File: src/rtl/gen_s_pkg.sv
// Shared definitions for the gen_s read responder: FSM encoding, response
// codes, beat/page geometry and the burst error check.
package gen_s_pkg;

  typedef enum logic [1:0] {
    ST_IDLE  = 2'd0,
    ST_WAIT  = 2'd1,
    ST_BURST = 2'd2
  } state_t;

  localparam logic [2:0] RESP_OKAY   = 3'b000;
  localparam logic [2:0] RESP_SLVERR = 3'b010;

  localparam int BEAT_BYTES = 64;
  localparam int PAGE_BYTES = 4096;

  // A burst is bad if its start is not beat aligned or it runs past the end
  // of its 4KB page. Only the in-page offset matters, so 12 address bits do.
  function automatic logic burst_err(input logic [11:0] addr_lo, input logic [7:0] len);
    logic [15:0] end_off;
    end_off = {4'd0, addr_lo} + (({8'd0, len} + 16'd1) << 6);
    return (addr_lo[5:0] != 6'd0) || (end_off > 16'(PAGE_BYTES));
  endfunction

endpackage

File: src/rtl/gen_s_req_fifo.sv
// Synchronous request FIFO; full/empty come from a registered occupancy count
// so a same-cycle pop never makes room for a same-cycle push at full.
module gen_s_req_fifo #(
  parameter int W     = 73,
  parameter int DEPTH = 4
) (
  input  logic         clk,
  input  logic         rst,
  input  logic         push,
  input  logic [W-1:0] wdata,
  input  logic         pop,
  output logic [W-1:0] rdata,
  output logic         full,
  output logic         empty
);

  localparam int PW = $clog2(DEPTH);
  localparam int CW = PW + 1;

  logic [W-1:0]  mem [DEPTH];
  logic [PW-1:0] wr_ptr, rd_ptr;
  logic [CW-1:0] cnt;
  logic          do_push, do_pop;

  assign full    = (cnt == CW'(DEPTH));
  assign empty   = (cnt == '0);
  assign do_push = push && !full;
  assign do_pop  = pop && !empty;
  assign rdata   = mem[rd_ptr];

  // Pointers and occupancy; power-of-2 depth lets the pointers wrap freely.
  always_ff @(posedge clk) begin
    if (rst) begin
      wr_ptr <= '0;
      rd_ptr <= '0;
      cnt    <= '0;
    end else begin
      if (do_push) wr_ptr <= wr_ptr + 1'b1;
      if (do_pop)  rd_ptr <= rd_ptr + 1'b1;
      cnt <= cnt + {{PW{1'b0}}, do_push} - {{PW{1'b0}}, do_pop};
    end
  end

  // Storage needs no reset; entries are only read once written.
  always_ff @(posedge clk) begin
    if (do_push) mem[wr_ptr] <= wdata;
  end

endmodule

File: src/rtl/gen_s_rd_responder.sv
// Read responder for the gen_m* master interface: queues read bursts and
// returns mlen+1 beats of an address-derived pattern after RD_LAT cycles.
module gen_s_rd_responder
  import gen_s_pkg::*;
#(
  parameter int AXI_DW   = 512,
  parameter int AXI_AW   = 64,
  parameter int AXI_MIDW = 1,
  parameter int Q_DEPTH  = 4,
  parameter int RD_LAT   = 4
) (
  input  logic                axi_clk,
  input  logic                axi_rst,
  input  logic [AXI_AW-1:0]   gen_s_maddr,
  input  logic [7:0]          gen_s_mlen,
  input  logic [AXI_MIDW-1:0] gen_s_mid,
  input  logic                gen_s_mread,
  input  logic                gen_s_mwrite,
  input  logic                gen_s_mready,
  output logic                gen_s_saccept,
  output logic [AXI_DW-1:0]   gen_s_sdata,
  output logic [AXI_MIDW-1:0] gen_s_sid,
  output logic                gen_s_slast,
  output logic [2:0]          gen_s_sresp,
  output logic                gen_s_svalid,
  output logic [31:0]         o_req_cnt,
  output logic [31:0]         o_beat_cnt,
  output logic                o_wr_err
);

  localparam int REQ_W    = AXI_AW + 8 + AXI_MIDW;
  localparam int LANES    = AXI_DW / 64;
  localparam int LAT_W    = $clog2(RD_LAT + 1);
  // The pop cycle counts as the first latency cycle, hence the -2.
  localparam int LAT_LOAD = (RD_LAT > 1) ? RD_LAT - 2 : 0;

  logic                q_full, q_empty, push, pop, beat_xfer;
  logic [REQ_W-1:0]    q_rdata;
  logic [AXI_AW-1:0]   q_addr;
  logic [7:0]          q_len;
  logic [AXI_MIDW-1:0] q_id;

  state_t              state, state_nxt;
  logic [AXI_AW-1:0]   b_addr, beat_addr;
  logic [7:0]          b_len, beat_idx;
  logic [AXI_MIDW-1:0] b_id;
  logic                b_err;
  logic [LAT_W-1:0]    lat_cnt;
  logic [LANES-1:0][63:0] lane_data;

  assign gen_s_saccept = !q_full && !axi_rst;
  assign push          = gen_s_mread && gen_s_saccept && !gen_s_mwrite;
  assign beat_xfer     = gen_s_svalid && gen_s_mready;
  assign {q_addr, q_len, q_id} = q_rdata;

  gen_s_req_fifo #(.W(REQ_W), .DEPTH(Q_DEPTH)) u_req_fifo (
    .clk   (axi_clk),
    .rst   (axi_rst),
    .push  (push),
    .wdata ({gen_s_maddr, gen_s_mlen, gen_s_mid}),
    .pop   (pop),
    .rdata (q_rdata),
    .full  (q_full),
    .empty (q_empty)
  );

  // Burst sequencing: pop a request, wait out the latency, stream the beats.
  always_comb begin
    state_nxt = state;
    pop       = 1'b0;
    case (state)
      ST_IDLE: if (!q_empty) begin
        pop = 1'b1;
        if (RD_LAT == 1) state_nxt = ST_BURST;
        else             state_nxt = ST_WAIT;
      end
      ST_WAIT:  if (lat_cnt == '0) state_nxt = ST_BURST;
      ST_BURST: if (gen_s_mready && (beat_idx == b_len)) state_nxt = ST_IDLE;
      default:  state_nxt = ST_IDLE;
    endcase
  end

  // State register.
  always_ff @(posedge axi_clk) begin
    if (axi_rst) state <= ST_IDLE;
    else         state <= state_nxt;
  end

  // Burst context: captured on pop, beat index advances per handshake.
  always_ff @(posedge axi_clk) begin
    if (axi_rst) begin
      b_addr   <= '0;
      b_len    <= '0;
      b_id     <= '0;
      b_err    <= 1'b0;
      beat_idx <= '0;
      lat_cnt  <= '0;
    end else if (pop) begin
      b_addr   <= q_addr;
      b_len    <= q_len;
      b_id     <= q_id;
      b_err    <= burst_err(q_addr[11:0], q_len);
      beat_idx <= '0;
      lat_cnt  <= LAT_W'(LAT_LOAD);
    end else begin
      if (state == ST_WAIT && lat_cnt != '0) lat_cnt <= lat_cnt - 1'b1;
      if (beat_xfer) beat_idx <= beat_idx + 1'b1;
    end
  end

  // Statistics and the sticky unsupported-write flag.
  always_ff @(posedge axi_clk) begin
    if (axi_rst) begin
      o_req_cnt  <= '0;
      o_beat_cnt <= '0;
      o_wr_err   <= 1'b0;
    end else begin
      if (push)         o_req_cnt  <= o_req_cnt + 32'd1;
      if (beat_xfer)    o_beat_cnt <= o_beat_cnt + 32'd1;
      if (gen_s_mwrite) o_wr_err   <= 1'b1;
    end
  end

  // Pattern: lane i carries the byte address of its 8-byte word in the beat.
  assign beat_addr = b_addr + AXI_AW'({beat_idx, 6'd0});
  for (genvar g = 0; g < LANES; g++) begin : g_lane
    assign lane_data[g] = 64'(beat_addr + AXI_AW'(8 * g));
  end

  // Outputs are functions of registered burst state, so they hold under mready=0.
  assign gen_s_svalid = (state == ST_BURST);
  assign gen_s_sdata  = (gen_s_svalid && !b_err) ? AXI_DW'(lane_data) : '0;
  assign gen_s_slast  = gen_s_svalid && (beat_idx == b_len);
  assign gen_s_sresp  = (gen_s_svalid && b_err) ? RESP_SLVERR : RESP_OKAY;
  assign gen_s_sid    = gen_s_svalid ? b_id : '0;

endmodule

File: config.mk
export PLATFORM = sky130hd
export DESIGN_NAME = gen_s_rd_responder
export DESIGN_NICKNAME = d
export VERILOG_FILES = /design/src/rtl/gen_s_pkg.sv /design/src/rtl/gen_s_req_fifo.sv /design/src/rtl/gen_s_rd_responder.sv
export SDC_FILE = /design/constraint.sdc
export NUM_CORES = 1
export LEC_CHECK = 0
export CAP_MARGIN = 15
export CORE_AREA = 5 5 257 259
export DETAILED_ROUTE_END_ITERATION = 10
export DIE_AREA = 0 0 262 264
export PLACE_DENSITY = 0.73
export SYNTH_ARGS = -nofsm -noshare
export SYNTH_HDL_FRONTEND = slang
export SYNTH_SLANG_ARGS = --single-unit
File: constraint.sdc
create_clock -name axi_clk -period 6.47 [get_ports axi_clk]
set_input_delay 1.294 -clock axi_clk [delete_from_list [all_inputs] [get_ports axi_clk]]
set_output_delay 1.294 -clock axi_clk [all_outputs]
set_load 0.02 [all_outputs]
==> results.toml <==
[yosys]
syn_area_mm2 = 0.0285
synth_top_area_share_pct = 30.8
ys_types = 85
synth_common_cells = "513 x nor2_1, 376 x nand2_1, 292 x edfxtp_1, 213 x xnor2_1, 161 x dfxtp_1"
yosys.area.top_type = "edfxtp_1"
synth_area_per_cell_um2 = 9.27
synthTopCellsByArea = "edfxtp_1 31%, dfxtp_1 11%, nor2_1 6.8%"
synth_most_common_cell = "nor2_1"
synth_edf_count = 292
async_reset_ff_share_pct = 0
synth_seq_cells = 453
yosys_warnings = 0
syn_inst = 3076
yosysSeqAreaShare_pct = 42.1
synthFlopType = "edfxtp_1"

[min_path]
hp-class = "reg -> reg"

[detailed_routing]
drt-wirelength-per-cell_um = 27.6
via_count = 27087
dr.pass1.iters = 6
postRouteAntennaNets = 0
via_per_inst = 5.75
wirelength_um = 130000
drt_iter0_markers = 2486
drc = 0

[floorplanning]
io_pins = 662
core_area_mm2 = 0.0636
initial_core_util_pct = 44.8
die_w_um = 262
die_area_mm2 = 0.0692
fp-row-count = 93
dieHeight_um = 264

[global_routing]
grt_max_degree = 149
antenna_found_initial = 5
grt_usage_pct = 35.8
grt_pass1_vias = 26631
grt_overflow_total = 0
grt_pass1_wl_um = 185000

[timing]
skew_ns = 0.0433
maxSlewHeadroom_pct = 26.6
finalCritPeriodShare_pct = 98.8
slew_violations = 0
max_freq_mhz = 156
finalSetupViolCount = 0
holdWs_ns = 0.466
worst_slew_pin_slew_ns = 1.10
period_needed_ns = 6.39
hold_viol = 0
worst_slack_ns = 0.0758

[clock_tree]
htree_levels = 2
cts_max_path_buffers = 3
cts_tree = "yes"
cts-buffers-inserted = 41
clock-sinks = 453
cts-root-buf = "clkbuf_16"
clk_pin_slew_ns = 0.07
clock_latency_ns = 0.56
cts_hold_buf = 0

[critical_path]
arrival_ns = 5.10
critPathCaptureType = "primary output"
cp.required_ns = 5.18
crit_fanout = 6
critPathKind = "reg -> out"
start_kind = "flop"

[cells_and_area]
layout-drive-gt1-share_pct = 17.9
nets = 3935
utilization_pct = 62.1
syn_to_final_growth_pct = 38.6
postLayoutCellArea_mm2 = 0.0395
num-fill-cells = 5447

[power_and_ir_drop]
powerDensity_mw_per_mm2 = 291
p_leak_nw = 14.2
ir_worst_vdd_uv = 436
fin_total_pwr_mw = 11.5

[placement]
io_buffers = 659
place_congestion = 1.04
hpwl_um = 102000
post_dp_cell_area_mm2 = 0.0374
place_ws_ns = -0.0412

[run_status]
outcome = "completed"

[flow_run]
maxCapViolations = 0
-- state kept, by name (all words and copies together) (netlist names), named ones only --
name / flops
lat_cnt: 3
state: 2
beat_idx: 8
u_req_fifo.wr_ptr: 2
u_req_fifo.cnt: 3
b_addr: 64
b_err: 1
o_wr_err: 1
o_beat_cnt: 32
o_req_cnt: 32
b_len: 8
u_req_fifo.rd_ptr: 2
u_req_fifo.mem: 292
b_id: 1
-- worst max-delay path: stages, from the launching register on --
cell     delay [ns]
dfxtp_2        0.36
ha_4           0.15
inv_2          0.05
fa_2           0.41
nor2b_4        0.16
o31ai_4        0.10
a21o_4         0.27
buf_4          0.18
nor4b_4        0.41
xor2_4         0.22
nand4_2        0.14
or4_1          0.57
or4_4          0.66
buf_4          0.19
nor3_2         0.14
mux2i_1        0.32
buf_4          0.22
-- cells by family after synthesis --
kind of cell	synth area share, %
compound gates	5.91
xor+xnor	11.2
fa+ha+maj	1.79
buf+inv	4.17
flops	42.1
mux	10.6
other cells	0.0132
simple gates	24.2
-- worst paths after layout --
kind / slack (ns) / endpoint / from / cells past startpoint
hold reg to reg: 0.47 / b_len[0]$_SDFFE_PP0P_ / b_len[0]$_SDFFE_PP0P_ / 2
setup reg to reg: 2.71 / b_err$_SDFFE_PP0P_ / flop / 12
setup / recovery: 0.08 / gen_s_sdata[509] / beat_idx[0]$_SDFFE_PP0P_ / 16
hold / removal: 0.47 / b_len[0]$_SDFFE_PP0P_ / b_len[0]$_SDFFE_PP0P_ / 2
-- stage by stage --
stage                     cells  TNS [ns]
after global placement     4615   -0.0396
after CTS                  4698         0
after floorplan            3077         0
after global routing       4708    -0.372
after detailed placement   4615   -0.0412
final                      4709         0
-- cells in the final DEF, fill, tap and decap left out, types with 53 or more instances in the layout --
cell type	instances
nor2_1	499
clkdlybuf4s50_1	436
nand2_1	374
buf_4	314
edfxtp_1	292
xnor2_1	210
dfxtp_1	152
xor2_1	147
a21oi_1	130
mux2i_1	119
nand3_1	110
nor3_1	88
dlygate4sd2_1	83
mux4_2	73
nand4_1	57
o21ai_0	54
inv_1	53
-- final cells by class --
class | instances | area, µm² | area share, %
multi-input combinational | 2348 | 16100 | 40.7
sequential | 453 | 12000 | 30.4
timing repair buffer | 919 | 8790 | 22.2
clock buffer | 57 | 1160 | 2.93
tap | 855 | 1070 | 2.71
clock inverter | 19 | 218 | 0.551
inverter | 55 | 206 | 0.522
antenna | 3 | 7.51 | 0.0190
-- report_power, final --
part / switching [mW] / internal, mW
clock: 1.08 / 1.36
sequential: 0.404 / 3.35
combinational: 3.36 / 1.97
-- timing repair --
action / 4_1_cts / 5_1_grt
gates resized for setup: 182 / 115
pin swaps: 7 / 16
setup buffers: 6 / 9
cloned: 1 / 0
endpoints found under the setup margin: 194 / 222
-- per-layer routing --
layer	GRT usage [%]	wire, µm
met1	43.0	48500
met2	59.5	62100
met3	6.08	9360
met4	22.8	10100
met5	0	16
Power figures use the tool's default switching activity.
